## src/rtl/fp32_norm_sched_pkg.sv

```systemverilog
// Shared FP32 formats and normalizer scheduling constants.
package fp32_norm_sched_pkg;

  localparam int FX       = 25;
  localparam int NORM_LAT = 2;
  localparam int ID_W     = 3;

  // Expanded operand: mant[FX-1] is the carry-out bit, mant[FX-2] the hidden bit.
  typedef struct packed {
    logic          sign;
    logic [7:0]    exp;
    logic [FX-1:0] mant;
  } fp32x_t;

  typedef struct packed {
    logic        sign;
    logic [7:0]  exp;
    logic [22:0] frac;
  } fp32n_t;

  typedef struct packed {
    logic [ID_W-1:0] id;
    fp32n_t          res;
    logic            under;
    logic            inexact;
  } rsp_ent_t;

endpackage

```

## src/rtl/fp32_norm_rsp_fifo.sv

```systemverilog
// Response queue: synchronous FIFO of rsp_ent_t, head visible combinationally.
// Pushes when full and pops when empty are dropped; the scheduler's credits prevent both.
module fp32_norm_rsp_fifo
  import fp32_norm_sched_pkg::*;
#(
  parameter int DEPTH = 4
) (
  input  logic                         clk,
  input  logic                         rst_n,
  input  logic                         i_push,
  input  rsp_ent_t                     i_dat,
  input  logic                         i_pop,
  output rsp_ent_t                     o_dat,
  output logic                         o_full,
  output logic                         o_empty,
  output logic [$clog2(DEPTH+1)-1:0]   o_count
);

  localparam int AW = (DEPTH > 1) ? $clog2(DEPTH) : 1;
  localparam int CW = $clog2(DEPTH+1);

  rsp_ent_t        r_mem [DEPTH];
  logic [AW-1:0]   r_wr;
  logic [AW-1:0]   r_rd;
  logic [CW-1:0]   r_count;
  logic            w_push_ok;
  logic            w_pop_ok;

  function automatic logic [AW-1:0] ptr_inc(input logic [AW-1:0] p);
    return (p == AW'(DEPTH-1)) ? '0 : p + 1'b1;
  endfunction

  assign o_full    = (r_count == CW'(DEPTH));
  assign o_empty   = (r_count == '0);
  assign o_count   = r_count;
  assign o_dat     = r_mem[r_rd];
  assign w_push_ok = i_push && !o_full;
  assign w_pop_ok  = i_pop && !o_empty;

  always_ff @(posedge clk or negedge rst_n) begin
    if (!rst_n) begin
      r_wr    <= '0;
      r_rd    <= '0;
      r_count <= '0;
    end else begin
      if (w_push_ok) r_wr <= ptr_inc(r_wr);
      if (w_pop_ok)  r_rd <= ptr_inc(r_rd);
      if (w_push_ok && !w_pop_ok)      r_count <= r_count + 1'b1;
      else if (w_pop_ok && !w_push_ok) r_count <= r_count - 1'b1;
    end
  end

  always_ff @(posedge clk) begin
    if (w_push_ok) r_mem[r_wr] <= i_dat;
  end

endmodule

```

## src/rtl/fp32_norm_sched.sv

```systemverilog
// Round-robin scheduler for the shared two-stage normalizer; credit-limited issue,
// tag pipe tracks requester IDs, results return in issue order via the response queue.
module fp32_norm_sched
  import fp32_norm_sched_pkg::*;
#(
  parameter int NREQ  = 4,
  parameter int DEPTH = 4
) (
  input  logic                  clk,
  input  logic                  rst_n,
  input  logic                  ce,
  input  logic [NREQ-1:0]       req_valid,
  output logic [NREQ-1:0]       req_ready,
  input  fp32x_t [NREQ-1:0]     req_x,
  input  logic [NREQ-1:0]       req_under,
  output fp32x_t                nrm_i,
  output logic                  nrm_under_i,
  input  fp32n_t                nrm_o,
  input  logic                  nrm_under_o,
  input  logic                  nrm_inexact_o,
  output logic [NREQ-1:0]       rsp_valid,
  input  logic [NREQ-1:0]       rsp_ready,
  output fp32n_t                rsp_o,
  output logic                  rsp_under,
  output logic                  rsp_inexact,
  output logic                  busy
);

  localparam int IDW = $clog2(NREQ);
  localparam int OCW = $clog2(DEPTH+1);

  logic [IDW-1:0]                r_rr;
  logic [OCW-1:0]                r_occ;
  logic [NORM_LAT-1:0]           r_tag_v;
  logic [NORM_LAT-1:0][IDW-1:0]  r_tag_id;

  logic                          w_can;
  logic                          w_grant;
  logic [IDW-1:0]                w_gid;
  logic                          w_push;
  logic                          w_pop;
  rsp_ent_t                      w_push_dat;
  rsp_ent_t                      w_head;
  logic                          w_q_full;
  logic                          w_q_empty;
  logic [OCW-1:0]                w_q_count;

  // Reset gates issue so outputs read zero as soon as rst_n falls.
  assign w_can = rst_n && ce && (r_occ < OCW'(DEPTH));

  always_comb begin
    w_grant = 1'b0;
    w_gid   = '0;
    for (int i = 0; i < NREQ; i++) begin
      if (w_can && !w_grant && req_valid[(int'(r_rr) + i) % NREQ]) begin
        w_grant = 1'b1;
        w_gid   = IDW'((int'(r_rr) + i) % NREQ);
      end
    end
  end

  assign req_ready   = w_grant ? (NREQ'(1) << w_gid) : '0;
  assign nrm_i       = w_grant ? req_x[w_gid] : '0;
  assign nrm_under_i = w_grant && req_under[w_gid];

  assign w_push     = ce && r_tag_v[NORM_LAT-1];
  assign w_push_dat = '{id: ID_W'(r_tag_id[NORM_LAT-1]), res: nrm_o,
                        under: nrm_under_o, inexact: nrm_inexact_o};

  always_comb begin
    for (int k = 0; k < NREQ; k++) begin
      rsp_valid[k] = !w_q_empty && (w_head.id == ID_W'(k));
    end
  end

  assign w_pop       = |(rsp_valid & rsp_ready);
  assign rsp_o       = w_head.res;
  assign rsp_under   = w_head.under;
  assign rsp_inexact = w_head.inexact;
  assign busy        = (r_occ != '0);

  always_ff @(posedge clk or negedge rst_n) begin
    if (!rst_n) begin
      r_rr     <= '0;
      r_occ    <= '0;
      r_tag_v  <= '0;
      r_tag_id <= '0;
    end else begin
      if (w_grant) r_rr <= (w_gid == IDW'(NREQ-1)) ? '0 : w_gid + 1'b1;
      if (w_grant && !w_pop)      r_occ <= r_occ + 1'b1;
      else if (w_pop && !w_grant) r_occ <= r_occ - 1'b1;
      if (ce) begin
        r_tag_v[0]  <= w_grant;
        r_tag_id[0] <= w_gid;
        for (int s = 1; s < NORM_LAT; s++) begin
          r_tag_v[s]  <= r_tag_v[s-1];
          r_tag_id[s] <= r_tag_id[s-1];
        end
      end
    end
  end

  fp32_norm_rsp_fifo #(.DEPTH(DEPTH)) u_rsp_fifo (
    .clk     (clk),
    .rst_n   (rst_n),
    .i_push  (w_push),
    .i_dat   (w_push_dat),
    .i_pop   (w_pop),
    .o_dat   (w_head),
    .o_full  (w_q_full),
    .o_empty (w_q_empty),
    .o_count (w_q_count)
  );

  // Credits cover every queued entry, so the queue can never overflow.
  a_no_overflow: assert property (@(posedge clk) disable iff (!rst_n) !(w_push && w_q_full));
  a_occ_covers:  assert property (@(posedge clk) disable iff (!rst_n) w_q_count <= r_occ);

endmodule

```

## config.mk

```make
export PLATFORM = sky130hd
export DESIGN_NAME = fp32_norm_sched
export DESIGN_NICKNAME = d
export VERILOG_FILES = /design/src/rtl/fp32_norm_sched_pkg.sv /design/src/rtl/fp32_norm_rsp_fifo.sv /design/src/rtl/fp32_norm_sched.sv
export SDC_FILE = /design/constraint.sdc
export NUM_CORES = 1
export LEC_CHECK = 0
export ABC_CLOCK_PERIOD_IN_PS = 7850
export CAP_MARGIN = 20
export CORE_ASPECT_RATIO = 0.9
export CORE_MARGIN = 5
export CORE_UTILIZATION = 50
export CTS_CLUSTER_SIZE = 16
export DETAILED_ROUTE_END_ITERATION = 16
export GPL_TIMING_DRIVEN = 0
export PLACE_DENSITY = 0.87
export SLEW_MARGIN = 25
export SYNTH_ARGS = -nofsm -noshare
export SYNTH_HDL_FRONTEND = slang
export SYNTH_SLANG_ARGS = --single-unit
```

## constraint.sdc

```tcl
create_clock -name clk -period 7.85 [get_ports clk]
set_clock_uncertainty 0.1 [all_clocks]
set_input_delay 0.785 -clock clk [delete_from_list [all_inputs] [get_ports clk]]
set_output_delay 0.785 -clock clk [all_outputs]
set_load 0.02 [all_outputs]
```

# Word level (Yosys, flattened, before mapping)

Memory sizes are Yosys's and may differ from the RTL's.
Index checks and enable logic that the tools add are counted.

Bits in writable memories: 144
Word-level logic and storage cells: 110
Bits of input ports: 185
Memories kept: 1
Register bits: 18
Output and inout port bits: 78

Add/sub/neg operators: 10
Reductions and logical operators: 39
Magnitude comparators: 6
Equal/unequal tests: 7
Multiplexer cells: 34
Bitwise operators: 4
Shifts and indexed selects: 1

Memories:

| name             | depth | width | rd ports | clocked after Yosys merged registers in | write ports | RTL line                 | text |
|---|---|---|---|---|---|---|---|
| u_rsp_fifo.r_mem | 4     | 36    | 1        | 0                                       | 1           | fp32_norm_rsp_fifo.sv:22 | `rsp_ent_t r_mem [DEPTH];` |

Operators by type and width:

| operator              | count |
|---|---|
| $bmux W34 S2          | 1 |
| $mux W34              | 2 |
| $logic_and A1 B1 Y1   | 21 |
| $mux W1               | 14 |
| $mux W2               | 7 |
| $lt A3 B4 Y1 const B  | 3 |
| $mux W3               | 4 |
| $bmux W1 S2           | 5 |
| $logic_not A1 Y1      | 9 |
| $add A2 B1 Y2 const B | 4 |
| $add A3 B1 Y3 const B | 2 |
| $eq A2 B2 Y1 const B  | 3 |
| $eq A3 B2 Y1 const B  | 2 |
| $logic_not A3 Y1      | 2 |
| $lt A2 B3 Y1 const B  | 2 |
| $reduce_or A2 Y1      | 3 |
| $sub A3 B1 Y3 const B | 2 |
| $add A2 B2 Y2 const B | 2 |
| $and A4 B4 Y4         | 1 |
| $mux W4               | 1 |
| $reduce_bool A2 Y1    | 2 |
| $reduce_or A4 Y1      | 1 |
| $shl A1 B2 Y4 const A | 1 |
| $and A1 B1 Y1 const A | 3 |
| other kinds (4)       | 4 |

# Depth between registers and ports, before layout

Depth in word-level cells: 20
Gate-level depth with buffers: 12
Mapped depth without buffers: 11

# Hierarchy

Synthesis repeated with hierarchy kept, for this count alone.

Cell total of the unflattened synthesis: 467
Area, all modules: 7816.2 sq um

By module, submodules not included:

| module             | cells an instance | sequential area each (sq um) | instances | area an instance (sq um) |
|---|---|---|---|---|
| fp32_norm_rsp_fifo | 230               | 4619.4                       | 1         | 5786.8 |
| fp32_norm_sched    | 237               | 275.3                        | 1         | 2029.4 |

# Worst setup path before layout

OpenSTA, ideal clock, no wires.

Path type: input to output
Start point: input port req_valid[0]
End point: output port req_ready[0]
Buffers on the path: 2
Stages on the path: 9
Data arrival time: 2111 ps
Slack: 4854 ps
Required time: 6965 ps
Cell sequence: a21o_1 -> a21boi_1 -> o22ai_1 -> buf_2 -> buf_2 -> nor2_1 -> inv_2 -> ha_1 -> and2_1

Cells in the longest elaborated chain, start to end: 18
Elaborated cells between the ends (all ways): 31
Those cells by class: 1 x shift; 20 x mux; 10 x reduce/logical

Ends and longest elaborated chain:

| element                          | RTL line              | text |
|---|---|---|
| start, declared                  | fp32_norm_sched.sv:12 | `input logic [NREQ-1:0] req_valid,` |
| $bmux W1 S2                      | fp32_norm_sched.sv:55 | `if (w_can && !w_grant && req_valid[(int'(r_rr) + i) % NREQ]) begin` |
| $mux W1 (not written as such)    | fp32_norm_sched.sv:55 |  |
| $logic_and A1 B1 Y1              | fp32_norm_sched.sv:55 |  |
| $mux W1                          | fp32_norm_sched.sv:55 |  |
| $logic_not A1 Y1                 | fp32_norm_sched.sv:55 |  |
| $logic_and A1 B1 Y1 (2 in a row) | fp32_norm_sched.sv:55 |  |
| $mux W1                          | fp32_norm_sched.sv:55 |  |
| $logic_not A1 Y1                 | fp32_norm_sched.sv:55 |  |
| $logic_and A1 B1 Y1 (2 in a row) | fp32_norm_sched.sv:55 |  |
| $mux W1                          | fp32_norm_sched.sv:55 |  |
| $logic_not A1 Y1                 | fp32_norm_sched.sv:55 |  |
| $logic_and A1 B1 Y1 (2 in a row) | fp32_norm_sched.sv:55 |  |
| $mux W2 (*)                      | fp32_norm_sched.sv:55 |  |
| named net w_gid[1]               | fp32_norm_sched.sv:39 | `logic [IDW-1:0] w_gid;` |
| $shl A1 B2 Y4 (*)                | fp32_norm_sched.sv:62 | `assign req_ready = w_grant ? (NREQ'(1) << w_gid) : '0;` |
| $mux W4 (*)                      | fp32_norm_sched.sv:62 |  |
| end, declared                    | fp32_norm_sched.sv:13 | `output logic [NREQ-1:0] req_ready,` |

Mark *: on every way through the listed nets, which the timed path passes. The rest lies on a longest branch. The select of a mux whose other input is x is not followed.

==> results.rst <==
.. list-table::
   :header-rows: 1

   * - Metric
     - Value
   * - Headroom to the max-slew limit
     - 39.4%
   * - Final period utilization
     - 64.3%
   * - Synthesized-area fraction occupied by and/or/nand/nor cells
     - 8.14%
   * - Number of enable flip-flop cells after synthesis
     - 144
   * - Largest cells by area after synthesis
     - sky130_fd_sc_hd__edfxtp_1 (56%), sky130_fd_sc_hd__mux4_2 (10%), sky130_fd_sc_hd__mux2i_1 (9.5%)
   * - Die ar.
     - 0.0182 mm^2
   * - Residual DRC
     - 0
   * - Main combinational cell family by area after synthesis
     - multiplexers
   * - Kind of end point of the critical path
     - primary output
   * - Max Clock Freq
     - 0.198 GHz
   * - Crit Path Category
     - in -> out
   * - Count of vias placed by the detailed router
     - 5,530
   * - Transition at the pin with the smallest max-transition slack
     - 0.902 ns
   * - Fraction of synthesized cell area in xor and xnor cells
     - 0.675%
   * - Syn_nets
     - 696
   * - Crit path DAT
     - 4.16 ns
   * - Share of synthesized flip-flops with an asynchronous set or reset
     - 11.1%
   * - Most prevalent standard cell on the critical path
     - sky130_fd_sc_hd__clkdlybuf4s50_1
   * - Critical Path Slowest Stage Cell
     - sky130_fd_sc_hd__clkdlybuf4s50_1
   * - Die Ht
     - 128 um
   * - Worst voltage drop across the vdd grid
     - 0.000238 V
   * - Count of warnings emitted by yosys
     - 0
   * - Number of nets with antenna violations after detailed routing
     - 0
   * - Drt first pass iters
     - 5
   * - Number of distinct standard cells referenced by the synthesized netlist
     - 35
   * - Clock sink total
     - 162
   * - Number of register bits inferred by synthesis
     - 162
   * - Global router's overall resource usage
     - 26.5%
   * - TritonCTS clock tree
     - yes
   * - Post-synthesis cell area
     - 0.00778 mm^2
   * - Minimum clock period after layout
     - 5.05 ns
   * - Max Buffers Root-to-Sink
     - 2
   * - Final nets
     - 980
   * - Clock transition at the registers of the reported paths
     - 0.06 ns
   * - Worst setup timing slack at the placement stage
     - 2.83 ns
   * - Pleak
     - 0.00425 uW
   * - Fin Setup TNS
     - 0 ns
   * - H-tree depth reported by CTS
     - 4
   * - Standard-cell row count
     - 43
   * - Initial drt markers
     - 278
   * - Final Hold Vio Count
     - 0
   * - Share of synthesized area occupied by flip-flops and latches
     - 61.4%
   * - DR WL/cell
     - 24.7 um
   * - Post-synth top area cell
     - sky130_fd_sc_hd__edfxtp_1
   * - Initial antenna violation count
     - 3
   * - Clock insertion delay at the later pin of the skew report
     - 0.42 ns
   * - Number of max-slew violations in the final report
     - 0
   * - Critical path data required time
     - 6.96 ns
   * - Most frequently used flop master after synthesis
     - sky130_fd_sc_hd__edfxtp_1
   * - Critical Path, Cell by Cell
     - clkdlybuf4s50_1, nand3b_1, nor2_1, o211ai_1, nand2b_1, buf_2, clkbuf_1, o22ai_1, clkdlybuf4s50_1
   * - Core area
     - 0.0153 mm^2
   * - Largest net degree at the start of global routing
     - 27
   * - Total of max-cap violations
     - 0
   * - Placer congestion estimate
     - 0.972
   * - CTS Hold Buffers Added
     - 0
   * - Via count of the first global-routing pass
     - 5,634
   * - Total Wirelength
     - 24.6 mm
   * - Result of the run
     - complete, no violations
   * - Mean area per synthesized cell
     - 15.6 um^2
   * - Number of buffers created by CTS
     - 17
   * - HPWL reported at the end of detailed placement
     - 18.5 mm
   * - IO Pins
     - 263
   * - Worst hold path type
     - reg -> reg
   * - Overflow after GRT
     - 0
   * - Final Util
     - 73.8%
   * - Synthesized instance count
     - 498
   * - Synth-to-Final Area Change
     - 45.5%
   * - Gates resized, CTS repair
     - 0
   * - List of most frequent post-synthesis cells
     - sky130_fd_sc_hd__edfxtp_1 (144), sky130_fd_sc_hd__nor2b_1 (75), sky130_fd_sc_hd__mux2i_1 (74)
   * - Wire length of the first global-routing pass
     - 35.1 mm
   * - Post-DR vias/cell
     - 5.54
   * - Mux cell area share after synthesis
     - 21.0%
   * - Share of layout cells above drive strength 1
     - 12.8%
   * - Synth top area share
     - 55.6%
   * - Power density normalized to cell area
     - 287 mW/mm^2
   * - Clock tree root driver cell
     - sky130_fd_sc_hd__clkbuf_16
   * - Crit path launch type
     - input pin
   * - Most frequently used cell type in the post-synthesis netlist
     - sky130_fd_sc_hd__edfxtp_1
   * - Setup bufs post-CTS
     - 0
   * - Port bufs
     - 261
   * - Final setup margin
     - 2.80 ns
   * - CP max stage delay
     - 1.06 ns
   * - Post-synthesis compound-gate area fraction
     - 3.87%
   * - CP Max Fanout
     - 19
   * - Setup repair after global routing missed its margin
     - false
   * - Effective utilization at floorplan
     - 50.8%
   * - Die Width
     - 142 um
   * - Total of endpoints with negative setup slack in the final report
     - 0
   * - Fraction of the mapped netlist area in adder cells
     - 2.28%
-- layout make-up --
class                   count  area, um^2
flip-flops and latches    162        4770
fillers                   935        4010
multi-input cells         292        2800
repair buffers            265        2690
clock buffers              19         433
well taps                 202         253
plain buffers              32         164
clock inverters            13         151
inverters                  12        45.0
diodes                      1        2.50
-- power breakdown --
part / total [uW] / leakage, uW / switching (uW) / internal (uW)
registers: 1080 / 0.00152 / 52.6 / 1030
logic: 1350 / 0.00246 / 671 / 683
clock network: 817 / 0.000265 / 342 / 475
total: 3250 / 0.00425 / 1070 / 2190
-- path summary, 6_finish.rpt --
path                                                     start                                end  slack (ns)  cells after the start
max in group asynchronous                                rst_n            r_tag_id[2]$_DFFE_PN0P_        6.32                      1
worst max-delay path                                     rst_n                          nrm_i[29]        2.80                      9
worst min register to register            r_occ[2]$_DFFE_PN0P_               r_occ[2]$_DFFE_PN0P_        0.39                      1
worst max register to register  u_rsp_fifo.r_rd[1]$_DFFE_PN0P_               r_occ[2]$_DFFE_PN0P_        5.02                     12
min in group asynchronous                                rst_n  u_rsp_fifo.o_count[2]$_DFFE_PN0P_        0.78                      1
worst min-delay path                      r_occ[2]$_DFFE_PN0P_               r_occ[2]$_DFFE_PN0P_        0.39                      1
-- cell usage in the layout (no fill, tap or decap), types with 2 or more instances in the layout --
cell / synthesis / final
sky130_fd_sc_hd__a21oi_1: 2 / 2
sky130_fd_sc_hd__and2_1: 8 / 4
sky130_fd_sc_hd__and2_2: 0 / 4
sky130_fd_sc_hd__buf_12: 0 / 4
sky130_fd_sc_hd__buf_2: 17 / 17
sky130_fd_sc_hd__buf_4: 4 / 4
sky130_fd_sc_hd__bufinv_16: 0 / 2
sky130_fd_sc_hd__clkbuf_1: 9 / 11
sky130_fd_sc_hd__clkbuf_16: 0 / 17
sky130_fd_sc_hd__clkdlybuf4s50_1: 0 / 261
sky130_fd_sc_hd__clkinvlp_4: 0 / 6
sky130_fd_sc_hd__dfrtp_1: 18 / 18
sky130_fd_sc_hd__edfxtp_1: 144 / 144
sky130_fd_sc_hd__fa_1: 2 / 2
sky130_fd_sc_hd__ha_1: 11 / 11
sky130_fd_sc_hd__inv_1: 10 / 10
sky130_fd_sc_hd__inv_2: 2 / 2
sky130_fd_sc_hd__inv_6: 0 / 4
sky130_fd_sc_hd__mux2_1: 6 / 6
sky130_fd_sc_hd__mux2_2: 2 / 2
sky130_fd_sc_hd__mux2i_1: 74 / 74
sky130_fd_sc_hd__mux4_2: 35 / 35
sky130_fd_sc_hd__nand2_1: 3 / 3
sky130_fd_sc_hd__nand2b_1: 2 / 2
sky130_fd_sc_hd__nor2_1: 14 / 14
sky130_fd_sc_hd__nor2b_1: 75 / 75
sky130_fd_sc_hd__o21ai_1: 5 / 5
sky130_fd_sc_hd__o22ai_1: 37 / 37
sky130_fd_sc_hd__xnor2_1: 2 / 2
sky130_fd_sc_hd__xor2_1: 4 / 4
-- state kept, by name (all words and copies together), names as in the netlist --
name                count
r_tag_v                 2
u_rsp_fifo.o_count      3
r_rr                    2
r_tag_id                4
r_occ                   3
u_rsp_fifo.r_rd         2
u_rsp_fifo.r_wr         2
u_rsp_fifo.r_mem      144
-- cells by family (layout without fill, tap and decap cells) --
family / count (synthesis) / after routing
other: 0 / 1
multiplexers: 118 / 118
XOR/XNOR: 6 / 6
buffers and inverters: 44 / 341
adder cells (fa/ha/maj): 13 / 13
flip-flops: 162 / 162
AND/OR/NAND/NOR: 107 / 107
AO/OA/AOI/OAI: 48 / 48
-- routing by layer --
metal	vias to the layer above	GRT usage [%]	share of wire, %
met1	2784	33.5	38
met4	2	7.22	2.1
met2	238	46.6	53
met5	-	0	0.053
met3	28	5.69	6.4
li1	2478	-	-
-- critical path: cells and delay by family --
kind,cells,cell delay (ns)
AOI/OAI and AO/OA,2,0.39
and+or+nand+nor,3,0.61
buffers and inverters,4,2.37
-- per-stage QoR --
stage                     hold WS, ns  total power (uW)  cells  cell area, um^2
after global routing            0.412              3390    998            11300
after global placement          0.365              2400    961            10600
after CTS                       0.387              3270    997            11300
after detailed placement        0.375              2450    965            10700
final                           0.385              3250    998            11300
after floorplan                 0.348              1890    498             7780
Power figures use the tool's default switching activity.
==> patch, RTL diff (same settings) <==
`NORM_LAT`: 2 -> 1.
--- a/src/rtl/fp32_norm_sched_pkg.sv
+++ b/src/rtl/fp32_norm_sched_pkg.sv
@@ -2,7 +2,7 @@
 package fp32_norm_sched_pkg;
 
   localparam int FX       = 25;
-  localparam int NORM_LAT = 2;
+  localparam int NORM_LAT = 1;
   localparam int ID_W     = 3;
 
   // Expanded operand: mant[FX-1] is the carry-out bit, mant[FX-2] the hidden bit.
Function: changed (a bounded check fails within 4 cycles, from zero or initial values and one cycle with rst_n low).
==> patch against the original RTL <==
Cell area down 0.94%; synthesized cell count is 1.4% lower; synthesized area decreased by 1.4%; routed wire length down 11%; sequential cell count shrank 3; power is 2.4% lower; worst setup slack improved by 0.15 ns; largest cell class unchanged; count of clock-buffer cells in the layout fell by 2.
==> patch: results (changes against the original RTL) <==
| Metric | Value |
|---|---|
| Outcome | `complete, no violations` |
| Met3 Track Usage GR | `0.05726 (+0.0004043)` |
| Non-clk buf share | `0.2572 (+0.004848)` |
| Hold EP | `u_rsp_fifo.o_count[2]` |
| Worst R2R Path Depth | `8 (-4)` |
| Syn_nets | `689 (-1.0%)` |
| Met2 wire length | `11590 um (-12%)` |
| Reg2reg start | `u_rsp_fifo.r_rd[0]` |
| Clk sinks | `159 (-1.9%)` |
| Clock power share | `0.244 (-0.007)` |
| Combinational logic power | `1.34 mW` |
| Port buffer count | `262 (+0.38%)` |
| Vias in the first global route | `5913 (+5.0%)` |
| Switch share | `0.3279 (about the same)` |
| Ranking of synthesized cells by area | `edfxtp_1 56%, mux4_2 10%, mux2i_1 9.6%` |
| Gpl congestion | `0.9154 (-5.8%)` |
| Arrival time worst endpoint | `4.02 ns (-0.14 ns)` |
| Top Metal Used | `met4` |
| Least-Margin Pin Slew | `0.8254 ns (-0.07667 ns)` |
| Hold Crit Depth | `1 (unchanged)` |
| GRT Total Usage | `0.2417 (-0.02292)` |
| FILL cells | `929 (-0.64%)` |
| Met1 Track Usage GR | `0.3014 (-0.03395)` |
| Met2 GRT Util | `0.4217 (-0.04450)` |
| Crit path max-delay cell type | `clkdlybuf4s50_1` |
| Fin crit share | `0.6243 (-0.01848)` |
| Dpl cell area | `10650 um^2 (-0.76%)` |
| Fraction of area in multi-input gates | `0.2470 (-0.0006643)` |
| Critical Path Max Stage Delay | `0.94 ns (-0.12 ns)` |
| Met3 WL post-DR | `1246 um (-21%)` |
| Most common library cells after synthesis | `144 x edfxtp_1, 75 x nor2b_1, 74 x mux2i_1` |
| Final HPWL DP | `16770 um (-9.1%)` |
| Clock-cell share | `0.05010 (-0.001519)` |
| WL met1 | `8599 um (-8.2%)` |
| First-pass GRT wire length | `32680 um (-6.9%)` |
| Vias | `5432 (-1.8%)` |
| Post-place setup slack | `2.977 ns (+0.1438 ns)` |
| Power Density | `283.0 nW/um^2 (-1.5%)` |
| Routed WL | `21910 um (-11%)` |
| Hold_sp | `u_rsp_fifo.o_count[2]` |
| LEAKAGE | `4.206 nW (-1.1%)` |
| N_diodes | `0 (-1)` |
| CP Max Fanout | `16 (-3)` |
| Comb_multi_in | `289 (-1.0%)` |
| DR iter-0 viols | `279 (+0.36%)` |
| Initial antenna violation count | `0 (-3)` |
| Sequential cell area fraction in the yosys report | `0.6122 (-0.001280)` |
| Synth Flop Type | `edfxtp_1` |
| Maximum VDD drop | `0.2232 mV (-6.1%)` |
| Share of flip-flops with an asynchronous set or reset | `0.09434 (-0.01677)` |
| Share of layout cells above drive strength 1 | `0.1294 (+0.001140)` |
| Worst reg-to-reg setup slack | `4.94 ns (-0.08 ns)` |
| Fraction of area in registers | `0.4191 (-0.002696)` |
| CTS Buffer Depth | `2 (unchanged)` |
| Mapped cell area | `7676 um^2 (-1.4%)` |
| RR Endpoint | `u_rsp_fifo.o_count[1]` |
==> patch: cells by family (layout without fill, tap and decap cells) <==
kind of cell / count (synthesis) / in the layout / share of synthesized area
AO/OA/AOI/OAI: 48 / 48 / 0.03928
AND/OR/NAND/NOR: 107 / 107 / 0.08248
flip-flops: 159 / 159 / 0.6122
buffers and inverters: 43 / 340 / 0.02755
XOR/XNOR: 6 / 6 / 0.006846
adder cells (fa/ha/maj): 13 / 13 / 0.02315
multiplexers: 115 / 115 / 0.2085
==> patch: stage by stage <==
| stage | power (mW) | hold WS, ns | cells |
|---|---|---|---|
| 5_1_grt | 3.314 | 0.4037 | 990 |
| 3_3_place_gp | 2.357 | 0.3695 | 955 |
| 2_1_floorplan | 1.867 | 0.3479 | 491 |
| 4_1_cts | 3.198 | 0.3955 | 990 |
| 6_report | 3.173 | 0.3957 | 990 |
| 3_5_place_dp | 2.422 | 0.3834 | 959 |
